===== config.mk =====
export PLATFORM = sky130hd
export DESIGN_NAME = itl_ctrl
export DESIGN_NICKNAME = d
export VERILOG_FILES = /design/src/rtl/itl_ctrl.sv
export SDC_FILE = /design/constraint.sdc
export NUM_CORES = 1
export LEC_CHECK = 0
export ABC_CLOCK_PERIOD_IN_PS = 6930
export CORE_ASPECT_RATIO = 0.9
export CORE_MARGIN = 3
export CORE_UTILIZATION = 45
export DETAILED_ROUTE_END_ITERATION = 16
export DONT_BUFFER_PORTS = 1
export GPL_TIMING_DRIVEN = 0
export MAX_ROUTING_LAYER = met4
export PLACE_DENSITY_LB_ADDON = 0.25
export SLEW_MARGIN = 20
export SYNTH_ARGS = -nofsm -noshare
export SYNTH_HDL_FRONTEND = slang
export SYNTH_SLANG_ARGS = --single-unit

===== constraint.sdc =====
create_clock -name clk -period 6.93 [get_ports clk]
set_clock_uncertainty 0.2 [all_clocks]
set_input_delay 1.7325 -clock clk [delete_from_list [all_inputs] [get_ports clk]]
set_output_delay 1.7325 -clock clk [all_outputs]
set_load 0.05 [all_outputs]

===== src/rtl/itl_ctrl.sv =====
// Interleaver write/read sequencer: fills the dual RAM with one PB of symbols,
// then sweeps the read addresses through the permutation ROM and flags the last output.
module itl_ctrl #(
   parameter int D_WIDTH = 2,
   parameter int A_WIDTH = 12
) (
   input  logic               clk,
   input  logic               n_rst,
   input  logic               start,
   input  logic [1:0]         pb_size,
   input  logic               in_vld,
   input  logic [D_WIDTH-1:0] in_data,
   output logic               in_rdy,
   output logic [D_WIDTH-1:0] ram_wdata,
   output logic [A_WIDTH-1:0] ram_waddr,
   output logic               ram_wen,
   output logic               ram_din_vld,
   output logic [A_WIDTH-1:0] ram_pb_offset,
   input  logic               ram_dout_vld,
   output logic               out_last,
   output logic               busy,
   output logic               done,
   output logic               err
);

   typedef enum logic [2:0] {
      S_IDLE,
      S_WRITE,
      S_READ,
      S_DRAIN,
      S_DONE
   } state_t;

   state_t             state, state_nxt;
   logic [A_WIDTH-1:0] cnt, cnt_nxt;
   logic [A_WIDTH-1:0] n_sym, n_sym_nxt;
   logic [A_WIDTH-1:0] offset, offset_nxt;
   logic               drain_cnt, drain_nxt;
   logic               last_d1, last_d2;
   logic               err_q;
   logic               cnt_at_end;
   logic               read_last;

   assign cnt_at_end = (cnt == n_sym - A_WIDTH'(1));
   assign read_last  = (state == S_READ) && cnt_at_end;

   always_ff @(posedge clk or negedge n_rst) begin
      if (!n_rst) begin
         state     <= S_IDLE;
         cnt       <= '0;
         n_sym     <= '0;
         offset    <= '0;
         drain_cnt <= 1'b0;
         last_d1   <= 1'b0;
         last_d2   <= 1'b0;
         err_q     <= 1'b0;
      end else begin
         // NOTE: non-blocking assignments so every register samples pre-edge values.
         state     <= state_nxt;
         cnt       <= cnt_nxt;
         n_sym     <= n_sym_nxt;
         offset    <= offset_nxt;
         drain_cnt <= drain_nxt;
         last_d1   <= read_last;
         last_d2   <= last_d1;
         err_q     <= (state == S_IDLE) && start && (pb_size == 2'd3);
      end
   end

   always_comb begin
      // NOTE: every output of this block is defaulted first so no path infers a latch.
      state_nxt   = state;
      cnt_nxt     = cnt;
      n_sym_nxt   = n_sym;
      offset_nxt  = offset;
      drain_nxt   = drain_cnt;
      in_rdy      = 1'b0;
      ram_wen     = 1'b0;
      ram_din_vld = 1'b0;
      ram_waddr   = '0;

      case (state)
         S_IDLE: begin
            if (start && (pb_size != 2'd3)) begin
               case (pb_size)
                  2'd0:    begin n_sym_nxt = A_WIDTH'(64);   offset_nxt = A_WIDTH'(0);   end
                  2'd1:    begin n_sym_nxt = A_WIDTH'(544);  offset_nxt = A_WIDTH'(64);  end
                  default: begin n_sym_nxt = A_WIDTH'(2080); offset_nxt = A_WIDTH'(608); end
               endcase
               cnt_nxt   = '0;
               state_nxt = S_WRITE;
            end
         end
         S_WRITE: begin
            in_rdy    = 1'b1;
            ram_wen   = in_vld;
            ram_waddr = cnt;
            if (in_vld) begin
               if (cnt_at_end) begin
                  cnt_nxt   = '0;
                  state_nxt = S_READ;
               end else begin
                  cnt_nxt = cnt + A_WIDTH'(1);
               end
            end
         end
         S_READ: begin
            ram_din_vld = 1'b1;
            ram_waddr   = cnt;
            if (cnt_at_end) begin
               cnt_nxt   = '0;
               drain_nxt = 1'b0;
               state_nxt = S_DRAIN;
            end else begin
               cnt_nxt = cnt + A_WIDTH'(1);
            end
         end
         S_DRAIN: begin
            // Two cycles cover the RAM read latency before the PB is declared complete.
            drain_nxt = ~drain_cnt;
            if (drain_cnt) state_nxt = S_DONE;
         end
         S_DONE: state_nxt = S_IDLE;
         default: state_nxt = S_IDLE;
      endcase
   end

   assign ram_wdata     = in_data;
   assign ram_pb_offset = offset;
   assign out_last      = last_d2 & ram_dout_vld;
   assign busy          = (state != S_IDLE);
   assign done          = (state == S_DONE);
   assign err           = err_q;

endmodule

# == Yosys cells after proc, flatten, opt, wreduce, memory -nomap -nowiden ==
# Cells that the tools add are included.
# totals
reg_bits,43
output_inout_bits,33
# op_classes
n_eq_ne,13
bitwise,2
n_reduce_logical,14
muxes,18
add_sub_neg,2
# ops
op,count
12-bit 2-to-1 mux,4
12-bit case mux with 3 select lines,1
12-bit case mux with 2 select lines,1
10-bit case mux with 2 select lines,1
3-bit 2-to-1 mux,5
"12-bit by 1-bit adder with 12-bit output, second input constant",1
12-bit == test,1
3-bit case mux with 4 select lines,1
"12-bit by 1-bit subtractor with 12-bit output, second input constant",1
"2-bit != test, second input constant",5
"3-bit by 2-bit == test with 1-bit output, second input constant",2
3-bit nonzero test,2
5-bit AND reduction,1
1-bit logical AND,4
1-bit 2-to-1 mux,4
2-bit AND reduction,2
"3-bit by 1-bit == test with 1-bit output, second input constant",1
"3-bit == test, second input constant",1
3-bit zero test,1
3-bit AND reduction,1
"2-bit by 1-bit == test with 1-bit output, second input constant",1
"2-bit == test, second input constant",1
2-bit zero test,1
"2-bit by 1-bit != test with 1-bit output, second input constant",1
other kinds (5),5

# == Depth between registers and ports, before layout ==
# depth
word_depth,5
ltp_mapped,9
depth_no_buf,8

# == Worst setup path before layout ==
# No wires, ideal clock.
# synth_timing
path_type,in2out
startpoint,in in_vld
endpoint,out ram_wen
arrival_time_ps,2455
cell_stages,2
path_slack_ps,2543
path_cell_list,nand2b_1 -> nor2_1
# synth_via
elab_chain_len,1
# synth_rtl
element,line_no,source
"start, declared",11,"input logic in_vld,"
1-bit 2-to-1 mux,82,case (state)
"end, declared",16,"output logic ram_wen,"
# No other way between the ends.

# == Final worst setup path ==
# Ends and elaborated chain as after synthesis.

==> summary.md <==
| Metric | Value |
|---|---|
| Layout cells sized above 1 | 0.145 |
| Crit-path slowest cell | nor2_1 |
| CTS buffer count | 3 |
| Chip height | 62.0 microns |
| Port bufs | 0 |
| Main synth FF type | dfrtp_1 |
| Max_slew headroom | 0.385 |
| Crit path required time | 5000 ps |
| CTS tree | yes |
| CTS Sinks | 23 |
| Synthesized area | 1570 sq um |
| Worst Max-Slew Pin Slew | 919 ps |
| DRC | 0 |
| F_max | around 230 MHz |
| Mapped Avg Cell Area | approximately 8.7 sq um |
| FILL cells | 330 |
| Antenna violations before repair | 0 |
| CTS Hold Bufs | 0 |
| Worst-path cell chain | nand2b_1 -> nor2_1 |
| Later-pin clock latency in the skew report | roughly 260 ps |
| Total GRT Usage | 0.179 |
| Setup TNS | 0 ps |
| Antenna-violating nets left | 0 |
| Via count | 1,291 |
| Distinct cells, synth | 47 |
| Class of the worst hold path | reg2reg |
| Placed Area | roughly 1600 sq um |
| Post-synth top cells | dfrtp_1, nand2_1, and2_1, nor2_1, buf_4 |
| Vias in the first global route | around 1,300 |
| Leakage | 0.752 nW |
| Maximum fanout along the worst path | 3 |
| # IOs | 42 |
| Dominant cell by count in the synthesized netlist | dfrtp_1 |
| #FFs+latches synth | 23 |
| Yosys top cell by area | dfrtp_1 |
| Core Rows | 19 |
| Main area contributors after synthesis | dfrtp_1, buf_4, and2_1, nand2_1, nor2_1 |
| CP Capture Type | primary output |
| Final Hold Viols | 0 |
| Routed Wire Length | between 3 and 4 mm |
| Final Wtd Congestion | 0.850 |
| Post-CTS setup buffer count | 0 |
| Final Cell Area | ~1700 sq um |
| Synth warn | 0 |
| CP max stage delay | 690 ps |
| PwrDens | slightly below 400 nW/um^2 |
| Clk buf depth | 2 |
| Antenna Diode Count | 0 |
| Status | completed |
| Final hold slack | 156 ps |
| GR Overflow Total | 0 |
| Root buffer cell | clkbuf_8 |
| Initial Util | 0.492 |
| RSZ-0062 raised after global routing | false |
| CP startpoint kind | input port |
| Pwr Total | 0.661 mW |
| R2R Setup Slk | 4210 ps |
| DR vias/cell | 5.49 |
| Die width | 68.2 microns |
| DRT Pass-1 Iters | 5 |
| Detailed placement HPWL | 2.61 mm |
| Critical path type | in2out |
| Drt wl/cell | 14.4 microns |
| Layout area overhead | 8.23% |
| Setup Viol. Count Final | 0 |
| Clock transition at path regs | approximately 90 ps |
| Final net count | 206 |
| Largest net degree at the start of global routing | 24 |
| Min cycle time layout | roughly 4400 ps |
| Maximum vdd ir drop | 0.170 mV |
| Tcrit/Tclk final | 0.641 |
| Resized cells post-CTS | 0 |
| Mapped Cells | 181 |
| Yosys top cell area share | 0.367 |
| Number of max-cap violations | 0 |
| Die area | 4230 sq um |
| Seq/Total Area, Yosys | 0.367 |
| EDFF count, synth | 0 |
| H-tree Lvls | 1 |
| CORE AREA | 3190 sq um |
| Worst path bufs/invs | 0 |
| Largest delay share family, worst path | simple AND/OR/NAND/NOR gates |
| Drt initial violations | slightly above 60 |
| Fin. max-slew vios | 0 |
| Asr flop ratio synth | 1.00 |
| First-pass GRT wire length | 5.58 mm |
| Crit path arrival time | roughly 2500 ps |
==> logic make-up after synthesis <==
group / synth area share
compound gates: 0.162
xor+xnor: 0.0431
fa+ha+maj: 0.0240
buf+inv: 0.102
flops: 0.367
mux: 0.0128
other cells: 0.00239
simple gates: 0.286
==> path summary, 6_finish.rpt <==
| kind | start | to | cells after the start |
|---|---|---|---|
| max in group asynchronous | n_rst | state[0] | 0 |
| worst max register to register | n_sym[5] | cnt[8] | 9 |
| worst max-delay path | in_vld | ram_wen | 2 |
| min in group asynchronous | n_rst | cnt[4] | 0 |
| worst min register to register | last_d1 | last_d2 | 0 |
| worst min-delay path | last_d1 | last_d2 | 0 |
==> layer usage <==
| metal | GRT usage | vias up | routed length (microns) |
|---|---|---|---|
| met5 | - | - | 0 |
| met4 | 0.0227 | 0 | 9 |
| met3 | 0.0522 | 2 | 255 |
| met2 | 0.324 | 42 | 1660 |
| met1 | 0.201 | 611 | 1460 |
| li1 | - | 636 | - |
==> power breakdown <==
group          leakage [nW]  internal [mW]  switching [mW]
clock network        0.0255         0.0402          0.0454
registers             0.260          0.170          0.0458
logic                 0.466          0.103           0.257
==> per-stage QoR <==
| step | std cells | worst slack (ps) | utilization |
|---|---|---|---|
| 6_report | 235 | 2490 | 0.532 |
| 5_1_grt | 235 | 2460 | 0.532 |
| 4_1_cts | 235 | 2480 | 0.532 |
| 3_5_place_dp | 231 | 2490 | 0.518 |
| 3_3_place_gp | 231 | 2490 | 0.518 |
| 2_1_floorplan | 189 | 2540 | - |
==> area by class of cell <==
class                      count  area [sq um]  share of cell area
inverter                       4          15.0             0.00886
clock buffer                   3          41.3              0.0244
multi-input combinational    140           861               0.508
sequential                    23           576               0.339
tap                           42          52.6              0.0310
clock inverter                 1          5.00             0.00295
buffer                        22           145              0.0856
==> state kept, by name (all words and copies together) (netlist names) <==
signal         cells
cnt               12
drain_cnt          1
err                1
last_d1            1
last_d2            1
n_sym              3
ram_pb_offset      1
state              3
==> placed cells by master, fill, tap and decap left out, types with 3 or more instances in the layout <==
cell and n:
nand2b_1 6, or2_2 3, nand4_1 3, and2_1 15, a31o_1 3, clkbuf_1 5
nor2_1 15, o21ai_0 7, conb_1 9, ha_1 3, xnor2_1 4, a21oi_1 5
clkbuf_8 3, o41ai_1 4, nand2_1 20, nand3_1 6, nor3_1 5, inv_1 4
buf_4 14, dfrtp_1 23
No activity file was read; power rests on OpenSTA's default activity.
